$ cat config.mk
export PLATFORM = sky130hd
export DESIGN_NAME = adder_n_core_flat
export DESIGN_NICKNAME = d
export VERILOG_FILES = /design/src/rtl/adder_n_if.sv /design/src/rtl/adder_n_core.sv /design/src/flat_wrapper.sv
export SDC_FILE = /design/constraint.sdc
export NUM_CORES = 1
export LEC_CHECK = 0
export ABC_AREA = 0
export CAP_MARGIN = 20
export CORE_AREA = 2 2 60 62
export CTS_BUF_LIST = sky130_fd_sc_hd__clkbuf_2
export CTS_CLUSTER_DIAMETER = 60
export CTS_CLUSTER_SIZE = 40
export DETAILED_ROUTE_END_ITERATION = 6
export DIE_AREA = 0 0 62 64
export DONT_BUFFER_PORTS = 1
export GPL_TIMING_DRIVEN = 0
export SLEW_MARGIN = 15
export SYNTH_ARGS = -nofsm -noshare
export SYNTH_HDL_FRONTEND = slang
export SYNTH_SLANG_ARGS = --single-unit
$ cat constraint.sdc
create_clock -name clk -period 2.65 [get_ports clk]
set_input_delay 0.265 -clock clk [delete_from_list [all_inputs] [get_ports clk]]
set_output_delay 0.265 -clock clk [all_outputs]
set_load 0.01 [all_outputs]
$ cat src/rtl/adder_n_if.sv
// rtl/adder_n_if.sv - operand/result bundle for adder_n_core
interface adder_n_if #(
   parameter int WIDTH = 8
);
   logic             in_valid;
   logic [WIDTH-1:0] a;
   logic [WIDTH-1:0] b;
   logic             cin;
   logic             out_valid;
   logic [WIDTH-1:0] sum;
   logic             cout;
   logic             ovf;
   logic             zero;

   modport master (
      output in_valid, a, b, cin,
      input  out_valid, sum, cout, ovf, zero
   );

   modport slave (
      input  in_valid, a, b, cin,
      output out_valid, sum, cout, ovf, zero
   );
endinterface

$ cat src/rtl/adder_n_core.sv
// rtl/adder_n_core.sv - registered a+b+cin adder, 1 or 2 stages; ADDER_N_SAT_EN enables unsigned saturation
module adder_n_core #(
   parameter int WIDTH       = 8,
   parameter int PIPE_STAGES = 1
) (
   input  logic      clk,
   input  logic      rst,
   adder_n_if.slave  bus
);
   // Final-stage inputs: full WIDTH+1 result plus operand sign bits for ovf.
   logic             fin_valid;
   logic [WIDTH:0]   fin_res;
   logic             fin_a_msb;
   logic             fin_b_msb;

   generate
      if (PIPE_STAGES == 2) begin : g_pipe2
         localparam int LO = (WIDTH / 2 < 1) ? 1 : WIDTH / 2;

         logic             s1_valid_q, s1_valid_d;
         logic [LO-1:0]    s1_lo_q, s1_lo_d;
         logic             s1_c_q, s1_c_d;
         logic [WIDTH-1:0] s1_a_hi_q, s1_a_hi_d;
         logic [WIDTH-1:0] s1_b_hi_q, s1_b_hi_d;
         logic             s1_a_msb_q, s1_a_msb_d;
         logic             s1_b_msb_q, s1_b_msb_d;
         logic [LO:0]      lo_add;
         logic [WIDTH:0]   hi_add;

         always_comb begin
            lo_add     = {1'b0, bus.a[LO-1:0]} + {1'b0, bus.b[LO-1:0]} + {{LO{1'b0}}, bus.cin};
            s1_valid_d = bus.in_valid;
            s1_lo_d    = s1_lo_q;
            s1_c_d     = s1_c_q;
            s1_a_hi_d  = s1_a_hi_q;
            s1_b_hi_d  = s1_b_hi_q;
            s1_a_msb_d = s1_a_msb_q;
            s1_b_msb_d = s1_b_msb_q;
            if (bus.in_valid) begin
               s1_lo_d    = lo_add[LO-1:0];
               s1_c_d     = lo_add[LO];
               s1_a_hi_d  = bus.a >> LO;
               s1_b_hi_d  = bus.b >> LO;
               s1_a_msb_d = bus.a[WIDTH-1];
               s1_b_msb_d = bus.b[WIDTH-1];
            end
         end

         always_ff @(posedge clk) begin
            if (rst) begin
               s1_valid_q <= 1'b0;
               s1_lo_q    <= '0;
               s1_c_q     <= 1'b0;
               s1_a_hi_q  <= '0;
               s1_b_hi_q  <= '0;
               s1_a_msb_q <= 1'b0;
               s1_b_msb_q <= 1'b0;
            end else begin
               s1_valid_q <= s1_valid_d;
               s1_lo_q    <= s1_lo_d;
               s1_c_q     <= s1_c_d;
               s1_a_hi_q  <= s1_a_hi_d;
               s1_b_hi_q  <= s1_b_hi_d;
               s1_a_msb_q <= s1_a_msb_d;
               s1_b_msb_q <= s1_b_msb_d;
            end
         end

         // Upper halves are kept right-aligned so WIDTH=1 (empty upper half) needs no special case.
         always_comb begin
            hi_add    = {1'b0, s1_a_hi_q} + {1'b0, s1_b_hi_q} + {{WIDTH{1'b0}}, s1_c_q};
            fin_valid = s1_valid_q;
            fin_res   = (hi_add << LO) | {{(WIDTH - LO + 1){1'b0}}, s1_lo_q};
            fin_a_msb = s1_a_msb_q;
            fin_b_msb = s1_b_msb_q;
         end
      end else begin : g_pipe1
         always_comb begin
            fin_valid = bus.in_valid;
            fin_res   = {1'b0, bus.a} + {1'b0, bus.b} + {{WIDTH{1'b0}}, bus.cin};
            fin_a_msb = bus.a[WIDTH-1];
            fin_b_msb = bus.b[WIDTH-1];
         end
      end
   endgenerate

   logic             out_valid_q, out_valid_d;
   logic [WIDTH-1:0] sum_q, sum_d;
   logic             cout_q, cout_d;
   logic             ovf_q, ovf_d;
   logic             zero_q, zero_d;
   logic [WIDTH-1:0] raw_sum;
   logic [WIDTH-1:0] res_sum;

   always_comb begin
      raw_sum = fin_res[WIDTH-1:0];
`ifdef ADDER_N_SAT_EN
      res_sum = fin_res[WIDTH] ? {WIDTH{1'b1}} : raw_sum;
`else
      res_sum = raw_sum;
`endif
      out_valid_d = fin_valid;
      sum_d       = sum_q;
      cout_d      = cout_q;
      ovf_d       = ovf_q;
      zero_d      = zero_q;
      if (fin_valid) begin
         sum_d  = res_sum;
         cout_d = fin_res[WIDTH];
         ovf_d  = (fin_a_msb == fin_b_msb) && (raw_sum[WIDTH-1] != fin_a_msb);
         zero_d = (res_sum == '0);
      end
   end

   always_ff @(posedge clk) begin
      if (rst) begin
         out_valid_q <= 1'b0;
         sum_q       <= '0;
         cout_q      <= 1'b0;
         ovf_q       <= 1'b0;
         zero_q      <= 1'b0;
      end else begin
         out_valid_q <= out_valid_d;
         sum_q       <= sum_d;
         cout_q      <= cout_d;
         ovf_q       <= ovf_d;
         zero_q      <= zero_d;
      end
   end

   assign bus.out_valid = out_valid_q;
   assign bus.sum       = sum_q;
   assign bus.cout      = cout_q;
   assign bus.ovf       = ovf_q;
   assign bus.zero      = zero_q;
endmodule

$ cat src/flat_wrapper.sv
// flat-port wrapper written by rule: the top's interface ports become plain ports
module adder_n_core_flat 
#(
   parameter int WIDTH       = 8,
   parameter int PIPE_STAGES = 1
)
  (clk, rst, bus_in_valid, bus_a, bus_b, bus_cin, bus_out_valid, bus_sum, bus_cout, bus_ovf, bus_zero);
  adder_n_if #(.WIDTH(WIDTH)) bus_i ();
  input  logic clk;
  input  logic rst;
  input wire logic [$bits(bus_i.in_valid)-1:0] bus_in_valid;
  input wire logic [$bits(bus_i.a)-1:0] bus_a;
  input wire logic [$bits(bus_i.b)-1:0] bus_b;
  input wire logic [$bits(bus_i.cin)-1:0] bus_cin;
  output wire logic [$bits(bus_i.out_valid)-1:0] bus_out_valid;
  output wire logic [$bits(bus_i.sum)-1:0] bus_sum;
  output wire logic [$bits(bus_i.cout)-1:0] bus_cout;
  output wire logic [$bits(bus_i.ovf)-1:0] bus_ovf;
  output wire logic [$bits(bus_i.zero)-1:0] bus_zero;
  assign bus_i.in_valid = bus_in_valid;
  assign bus_i.a = bus_a;
  assign bus_i.b = bus_b;
  assign bus_i.cin = bus_cin;
  assign bus_out_valid = bus_i.out_valid;
  assign bus_sum = bus_i.sum;
  assign bus_cout = bus_i.cout;
  assign bus_ovf = bus_i.ovf;
  assign bus_zero = bus_i.zero;
  adder_n_core #(.WIDTH(WIDTH), .PIPE_STAGES(PIPE_STAGES)) u_core (.clk(clk), .rst(rst), .bus(bus_i));
endmodule
**After elaboration in Yosys (flattened, before gate mapping)**

Cells that the tools add are included.

- Register bits: 12
- Input bits: 20
- Output and inout bits: 12
- Word-level logic and storage cells: 11

- Add/subtract/negate cells: 2
- Equality and inequality tests: 2
- Reductions and logical operators: 2

Operator list:

| cell | number |
|---|---|
| $add 8x8->9 | 1 |
| $add 9x1->9 | 1 |
| $logic_not 8->1 | 1 |
| $eq 1x1->1 | 1 |
| $logic_and 1x1->1 | 1 |
| $ne 1x1->1 | 1 |

**Longest topological paths before layout**

Gate-level depths: netlist (run 1).

- Depth in word-level cells: 4
- Mapped depth: 10
- Gate-level depth less buffers: 10

**Worst setup path before layout (run 1)**

OpenSTA, ideal clock, no wires.

- Kind: input port to flip-flop
- From: in bus_cin
- To: reg u_core.zero_q (netlist: u_core.bus.zero)
- Setup time: 0.067 ns
- Arrival time: 2.006 ns
- Data required time: 2.583 ns
- Path slack: 0.577 ns
- Stages: 7
- Buffers on the path: 0
- Path through: inv_1 -> fa_1 -> inv_1 -> fa_1 -> nand4b_1 -> or4_4 -> o21ai_2

- Cells in the longest elaborated chain, start to end: 2

Ends and longest elaborated chain:

| element | RTL line | source |
|---|---|---|
| start: declaration | flat_wrapper.sv:14 | `input wire logic [$bits(bus_i.cin)-1:0] bus_cin;` |
| $add 9x1->9 | adder_n_core.sv:80 | `fin_res = {1'b0, bus.a} + {1'b0, bus.b} + {{WIDTH{1'b0}}, bus.cin};` |
| via u_core.fin_res[1] | adder_n_core.sv:12 | `logic [WIDTH:0] fin_res;` |
| $logic_not 8->1 | adder_n_core.sv:111 | `zero_d = (res_sum == '0);` |
| end signal: assignment | adder_n_core.sv:127 | `zero_q <= zero_d;` |
| end: declaration | adder_n_core.sv:91 | `logic zero_q, zero_d;` |

The timed path passes the listed nets, and every way through them passes these cells.
A chain may end at the register's enable or synchronous reset.

**Worst setup path in the final report (run 1)**

Same ends and word-level chain as after synthesis.

==> results by group, run 1 <==
Global routing
  • Initial antenna violation count: 0
  • Overall Global Routing Usage: 9.34%
  • Largest net degree at the start of global routing: 11
  • Vias in the first global route: 658
  • Global-route wire length before repair: 2.76 mm
  • GRT overflow: 0

Setup path
  • R2R Setup Slk: 1680 ps
  • Critical Path RT: 2870 ps
  • CP max stage delay: 540 ps
  • Worst-path maximum fanout: 2
  • Crit path kind: input port to flop
  • Crit path DAT: 2090 ps
  • R2R cell count: 2
  • Cells along the critical path: inv_1 -> fa_1 -> inv_1 -> fa_1 -> nand4b_1 -> or4_4 -> o21ai_2
  • R2r startpoint: u_core.bus.zero
  • CP endpoint kind: flop
  • Slowest CP cell: or4_4
  • Crit start category: input port
  • Reg2reg end: u_core.bus.zero

Clock tree
  • Post-CTS Setup Repair Bufs: 0
  • Number of CTS-inserted buffers: 3
  • Cts-stage hold buffer count: 0
  • H-Tree Depth: 1
  • Clk root buf: clkbuf_2
  • CTS resizes: 0
  • Num Clock Sinks: 12
  • Clock transition at path regs: 110 ps
  • Clock buffer depth: 2
  • Worst skew pair latency: 260 ps
  • CTS tree: built

Hold path
  • Min-delay src: rst
  • WHS Path Cells: 1
  • Hold WC Path Type: input port to flop
  • Hold Path End: u_core.bus.out_valid

Drt
  • DR iter-0 viols: 20
  • Routed vias/inst: 4.58
  • Vias: 637
  • Routed WL: 1.79 mm
  • DRC: 0
  • Initial DRT Pass Iterations: 3
  • DRT antenna net count: 0
  • Wirelength per Cell: 12.9 um

STA
  • Fin. Hold Viols: 0
  • Skew final: 0 ps
  • Final setup vio count: 0
  • Fin crit period: 1880 ps
  • Final Cycle Share: 70.8%
  • Measured slew at the worst slew-check pin: 521 ps
  • Final TNS setup: 0 ps
  • Unrepaired setup endpoints after global routing: false
  • Fmax: 533 MHz
  • Worst slew margin: 65.3%
  • Pins Over Slew Limit: 0

Synthesis
  • Post-Syn Nets: 119
  • Leading area contributor after synthesis: dfxtp_1
  • Netlist cell types: 32
  • Mapped Avg Cell Area: 8.98 um^2
  • Sequential element share of the synthesized area: 29.7%
  • Synth Warn #: 0
  • EDFF count, synth: 0
  • Synthesized instance count: 90
  • Synthesized cell area: 808 um^2
  • Ranking of synthesized cells by area: dfxtp_1, ha_1, nor2_1
  • Top_reg_cell synth: dfxtp_1
  • Share of the synthesized area in the top cell type: 29.7%
  • Ys async rst share: 0%
  • Seq cells post-synth: 12

Placement
  • Placer Congestion: 0.678
  • HPWL after DPL: 1.49 mm
  • Port buffer count: 0

Die
  • Die ar.: 3970 um^2
  • Die extent in x: 62 um
  • IO Count: 32
  • Starting Density: 24.6%
  • Core ar.: 3280 um^2
  • FP Rows: 21
  • DIE HEIGHT: 64 um

Finish
  • Layout cells sized above 1: 10.8%
  • Ant. Diodes: 0
  • Area growth, synth to finish: 8.98%
  • Nets: 124

Power
  • Pwr/cell area: 499 nW/um^2
  • Peak VDD IR: 0.0878 mV
  • Pwr Total: 439 uW
  • Leakage Power: 0.000360 uW

Run
  • Maxcap violations: 0

Outcome
  • Status: completed
## cells in the final DEF, fill, tap and decap left out, drive strengths merged, types with 2 or more instances in the layout
cell type  netlist  final
fa               2      2
o21ai            3      3
a211oi           6      6
ha               7      7
mux2i            5      5
a21oi            3      3
o21a             2      2
xnor2            5      5
buf              2      2
inv              7      7
nor2b            4      4
o21bai           2      2
clkbuf           1      4
nor2            15     15
dfxtp           12     12
## synth_stat cells (2+ instances only)
cell type and number:
dfxtp_1 12, o21bai_1 2, nor2b_1 4, nor2_1 15
a21oi_1 2, o21ai_0 2, fa_1 2, ha_1 7
inv_1 7, a211oi_1 6, xnor2_1 5, o21a_1 2
mux2i_1 5
## stage by stage
stage / cells / instance area (um^2) / hold slack, ps / utilization (%) / worst slack (ps)
floorplan: 90 / 808 / 348 / - / 577
global placement: 136 / 866 / 364 / 26.4 / 511
detailed placement: 136 / 866 / 363 / 26.4 / 459
CTS: 139 / 881 / 68.5 / 26.8 / 748
global route: 139 / 881 / 67.4 / 26.8 / 602
finish: 139 / 881 / 68.9 / 26.8 / 774
## kinds of logic after synthesis
logic type / count (synthesis) / share of synthesized area, %
and+or+nand+nor: 27 / 16.9
AOI/OAI and AO/OA: 21 / 20.1
DFF: 12 / 29.7
buffers and inverters: 10 / 4.80
adders and majority gates: 9 / 15.8
xor gates and xnor gates: 6 / 6.50
muxes: 5 / 6.19
## sequential cells by signal, summed over array words and instances (netlist names)
| register | count |
|---|---|
| u_core.bus.ovf | 1 |
| u_core.bus.sum | 8 |
| u_core.bus.cout | 1 |
| u_core.bus.out_valid | 1 |
| u_core.bus.zero | 1 |
## worst max-delay path: cells and delay by family
kind	cells	cell delay (ps)
AND/OR/NAND/NOR	2	730
buffers and inverters	2	120
adder cells (fa/ha/maj)	2	870
AO/OA/AOI/OAI	1	110
## per-layer routing
layer / track usage, % / wire (um)
met1: 10.9 / 778
met2: 15.2 / 819
met4: 5.59 / 37
met3: 1.62 / 156
met5: 0 / 0
## final cells by class
type	instances	area, um^2
Clock buffer	3	15.0
Fill cell	363	2400
Buffer	3	12.5
Sequential cell	12	240
Inverter	7	26.3
Multi-Input combinational cell	68	529
Tap cell	46	57.6
## report_power, final
part	switching, uW	internal, uW
Sequential	18.7	197
Combinational	73.0	61.1
Clock	58.8	30.9
Total	150	289
## how the worst max path moves through the flow
stage | start | to | slack [ps] | depth (start not counted)
after floorplan | bus_cin | u_core.bus.zero | 580 | 7
after global placement | bus_cin | u_core.bus.zero | 510 | 7
after detailed placement | bus_cin | u_core.bus.zero | 460 | 7
after CTS | bus_cin | u_core.bus.zero | 750 | 7
after global routing | bus_cin | u_core.bus.cout | 600 | 10
final | bus_cin | u_core.bus.zero | 770 | 7
(Power assumes the default switching activity.)
==> run 2, diff against run 1 <==
clock period = 1.53 ns   (was 2.65 ns; I/O delays follow)
==> results by group, run 2 (synthesis gave the netlist of run 1 again) <==
Outcome
  • Status: complete, but fails checks
  • Violated checks: setup timing

STA
  • Fmax: 614 MHz
  • Final Cycle Share: 106%
  • Final worst slack: -97.7 ps (-871 ps)
  • Worst slew margin: 67.3% (+2.0 points)
  • Fin. Hold Viols: 0 (unchanged)
  • Skew final: 0 ps (unchanged)
  • Measured slew at the worst slew-check pin: 491 ps (-30.0 ps)
  • Fin crit period: 1630 ps
  • Pins Over Slew Limit: 0 (unchanged)
  • Final setup vio count: 3 (+3)
  • Unrepaired setup endpoints after global routing: true

Finish
  • Largest register FFs: 8 (unchanged)
  • Nets: 126 (+1.6%)
  • Commonest non-fill, non-tap cell in the layout: nor2_1
  • Ant. Diodes: 0 (unchanged)
  • Layout cells sized above 1: 19.8% (+9.0 points)
  • Most frequent cells in the layout: nor2_1, dfxtp_1, ha_1
  • Final Util: 28.3% (+1.4 points)
  • Area growth, synth to finish: 14.9%
  • Final Non-Filler Cells: 142 (+2.2%)
  • Fill cells: 346 (-4.7%)

Power
  • Peak VDD IR: 0.216 mV (+150%)
  • Pint: 513 uW (+78%)
  • Pwr Total: 773 uW (+76%)
  • NetSw: 260 uW (+73%)
  • Pwr/cell area: 833 nW/um^2 (+67%)
  • Clk pwr share: 20.1% (-0.3 points)
  • Switching Fraction: 33.6% (-0.65 points)
  • Leakage Power: 0.000368 uW (+2.3%)
  • Comb power frac: 31.7% (+1.2 points)
  • Register share of total power: 48.2% (-0.9 points)

Global routing
  • Overall Global Routing Usage: 8.94% (-0.40 points)
  • Initial antenna violation count: 0 (unchanged)
  • Vias in the first global route: 657 (-0.15%)
  • GRT overflow: 0 (unchanged)
  • Global-route wire length before repair: 2.76 mm (unchanged)
  • Largest net degree at the start of global routing: 11 (unchanged)

Drt
  • Initial DRT Pass Iterations: 4 (+1)
  • DRT antenna net count: 0 (unchanged)
  • DRC: 0 (unchanged)
  • DR iter-0 viols: 19 (-5.0%)
  • Routed WL: 1.73 mm (-3.7%)
  • Vias: 663 (+4.1%)
  • Wirelength per Cell: 12.1 um (-5.7%)
  • Routed vias/inst: 4.67 (+1.9%)

Hold path
  • Hold Path End: u_core.bus.zero
  • WHS Path Cells: 2 (+1)
  • Min-delay src: rst
  • Hold WC Path Type: input port to flop

Clock tree
  • CTS tree: built
  • Number of CTS-inserted buffers: 3 (unchanged)
  • CTS resizes: 0 (unchanged)
  • Num Clock Sinks: 12 (unchanged)
  • Clk root buf: clkbuf_2
  • Clock transition at path regs: 120 ps (about the same)
  • Clock buffer depth: 2 (unchanged)
  • H-Tree Depth: 1 (unchanged)
  • Worst skew pair latency: 250 ps (about the same)

Die
  • Die extent in x: 62 um (unchanged)
  • Starting Density: 24.6% (unchanged)
  • FP Rows: 21 (unchanged)
  • DIE HEIGHT: 64 um (unchanged)
  • Die ar.: 3970 um^2 (unchanged)
  • Core ar.: 3280 um^2 (unchanged)
  • IO Count: 32 (unchanged)

Placement
  • Port buffer count: 0 (unchanged)
  • Placed insts: 136 (unchanged)
  • HPWL after DPL: 1.50 mm (+0.44%)
  • Placer Congestion: 0.748 (+10%)

Setup path
  • R2r startpoint: u_core.bus.zero
  • Worst-path maximum fanout: 2 (unchanged)
  • CP endpoint kind: flop
  • Crit path DAT: 1840 ps (-250 ps)
  • R2R Setup Slk: 560 ps (-1120 ps)
  • Crit path kind: input port to flop
  • R2R cell count: 2 (unchanged)
  • Critical Path RT: 1740 ps (-1130 ps)
  • Crit start category: input port
  • Reg2reg end: u_core.bus.zero

Run
  • Maxcap violations: 0 (unchanged)
-- run 2: worst max path at each step --
| stage | from | to | slack [ps] | cells after the start |
|---|---|---|---|---|
| after floorplan | bus_a[0] | u_core.bus.zero | -340 | 7 |
| after global placement | bus_a[0] | u_core.bus.zero | -400 | 7 |
| after detailed placement | bus_cin | u_core.bus.zero | -420 | 9 |
| after CTS | bus_a[0] | u_core.bus.zero | -110 | 7 |
| after global routing | bus_b[0] | u_core.bus.cout | -160 | 11 |
| final | bus_a[0] | u_core.bus.zero | -100 | 7 |
-- run 2: final cells by class --
type / count / area (um^2) / share of cell area, %
multi-input cells: 68 / 543 / 58.5
flip-flops and latches: 12 / 240 / 25.9
well taps: 46 / 57.6 / 6.20
inverters: 7 / 38.8 / 4.18
repair buffers: 2 / 17.5 / 1.89
clock buffers: 3 / 15.0 / 1.62
plain buffers: 3 / 12.5 / 1.35
clock inverters: 1 / 3.75 / 0.404
-- run 2: metal layers --
layer	vias up	part of all wire, %	wire length [um]	track usage (%)
met1	307	37	637	9.30
met4	0	1.0	18	3.99
met5	-	0	0	0
met3	4	13	221	3.44
li1	328	-	-	-
met2	24	49	848	15.2
-- run 2: what timing repair did --
action                                  in CTS  in global routing
hold buffers                                 1                  0
endpoints found under the setup margin       1                  3
setup buffers                                1                  0
pin swaps                                    2                  1
hold endpoints to repair                     1                  0
-- run 2: power groups by stage --
stage / clock [uW] / combinational (uW) / sequential [uW]
finish: 155 / 245 / 372
global route: 175 / 280 / 377
global placement: 0 / 233 / 379
floorplan: 0 / 203 / 374
detailed placement: 0 / 243 / 380
CTS: 159 / 249 / 373
-- run 2: per-stage QoR --
step / TNS [ps] / instance area [um^2] / hold WS [ps] / setup WS, ps
after floorplan: -447 / 835 / 236 / -343
after global placement: -757 / 892 / 250 / -398
after detailed placement: -964 / 892 / 249 / -424
after CTS: -162 / 928 / 49.1 / -109
after global routing: -460 / 928 / 39.1 / -161
final: -163 / 928 / 55.3 / -97.7
-- run 2: critical path, stage by stage --
cell	delay [ps]
inv_8	10
fa_2	380
inv_2	70
fa_2	430
nand4b_1	180
or4_4	490
o21ai_2	130
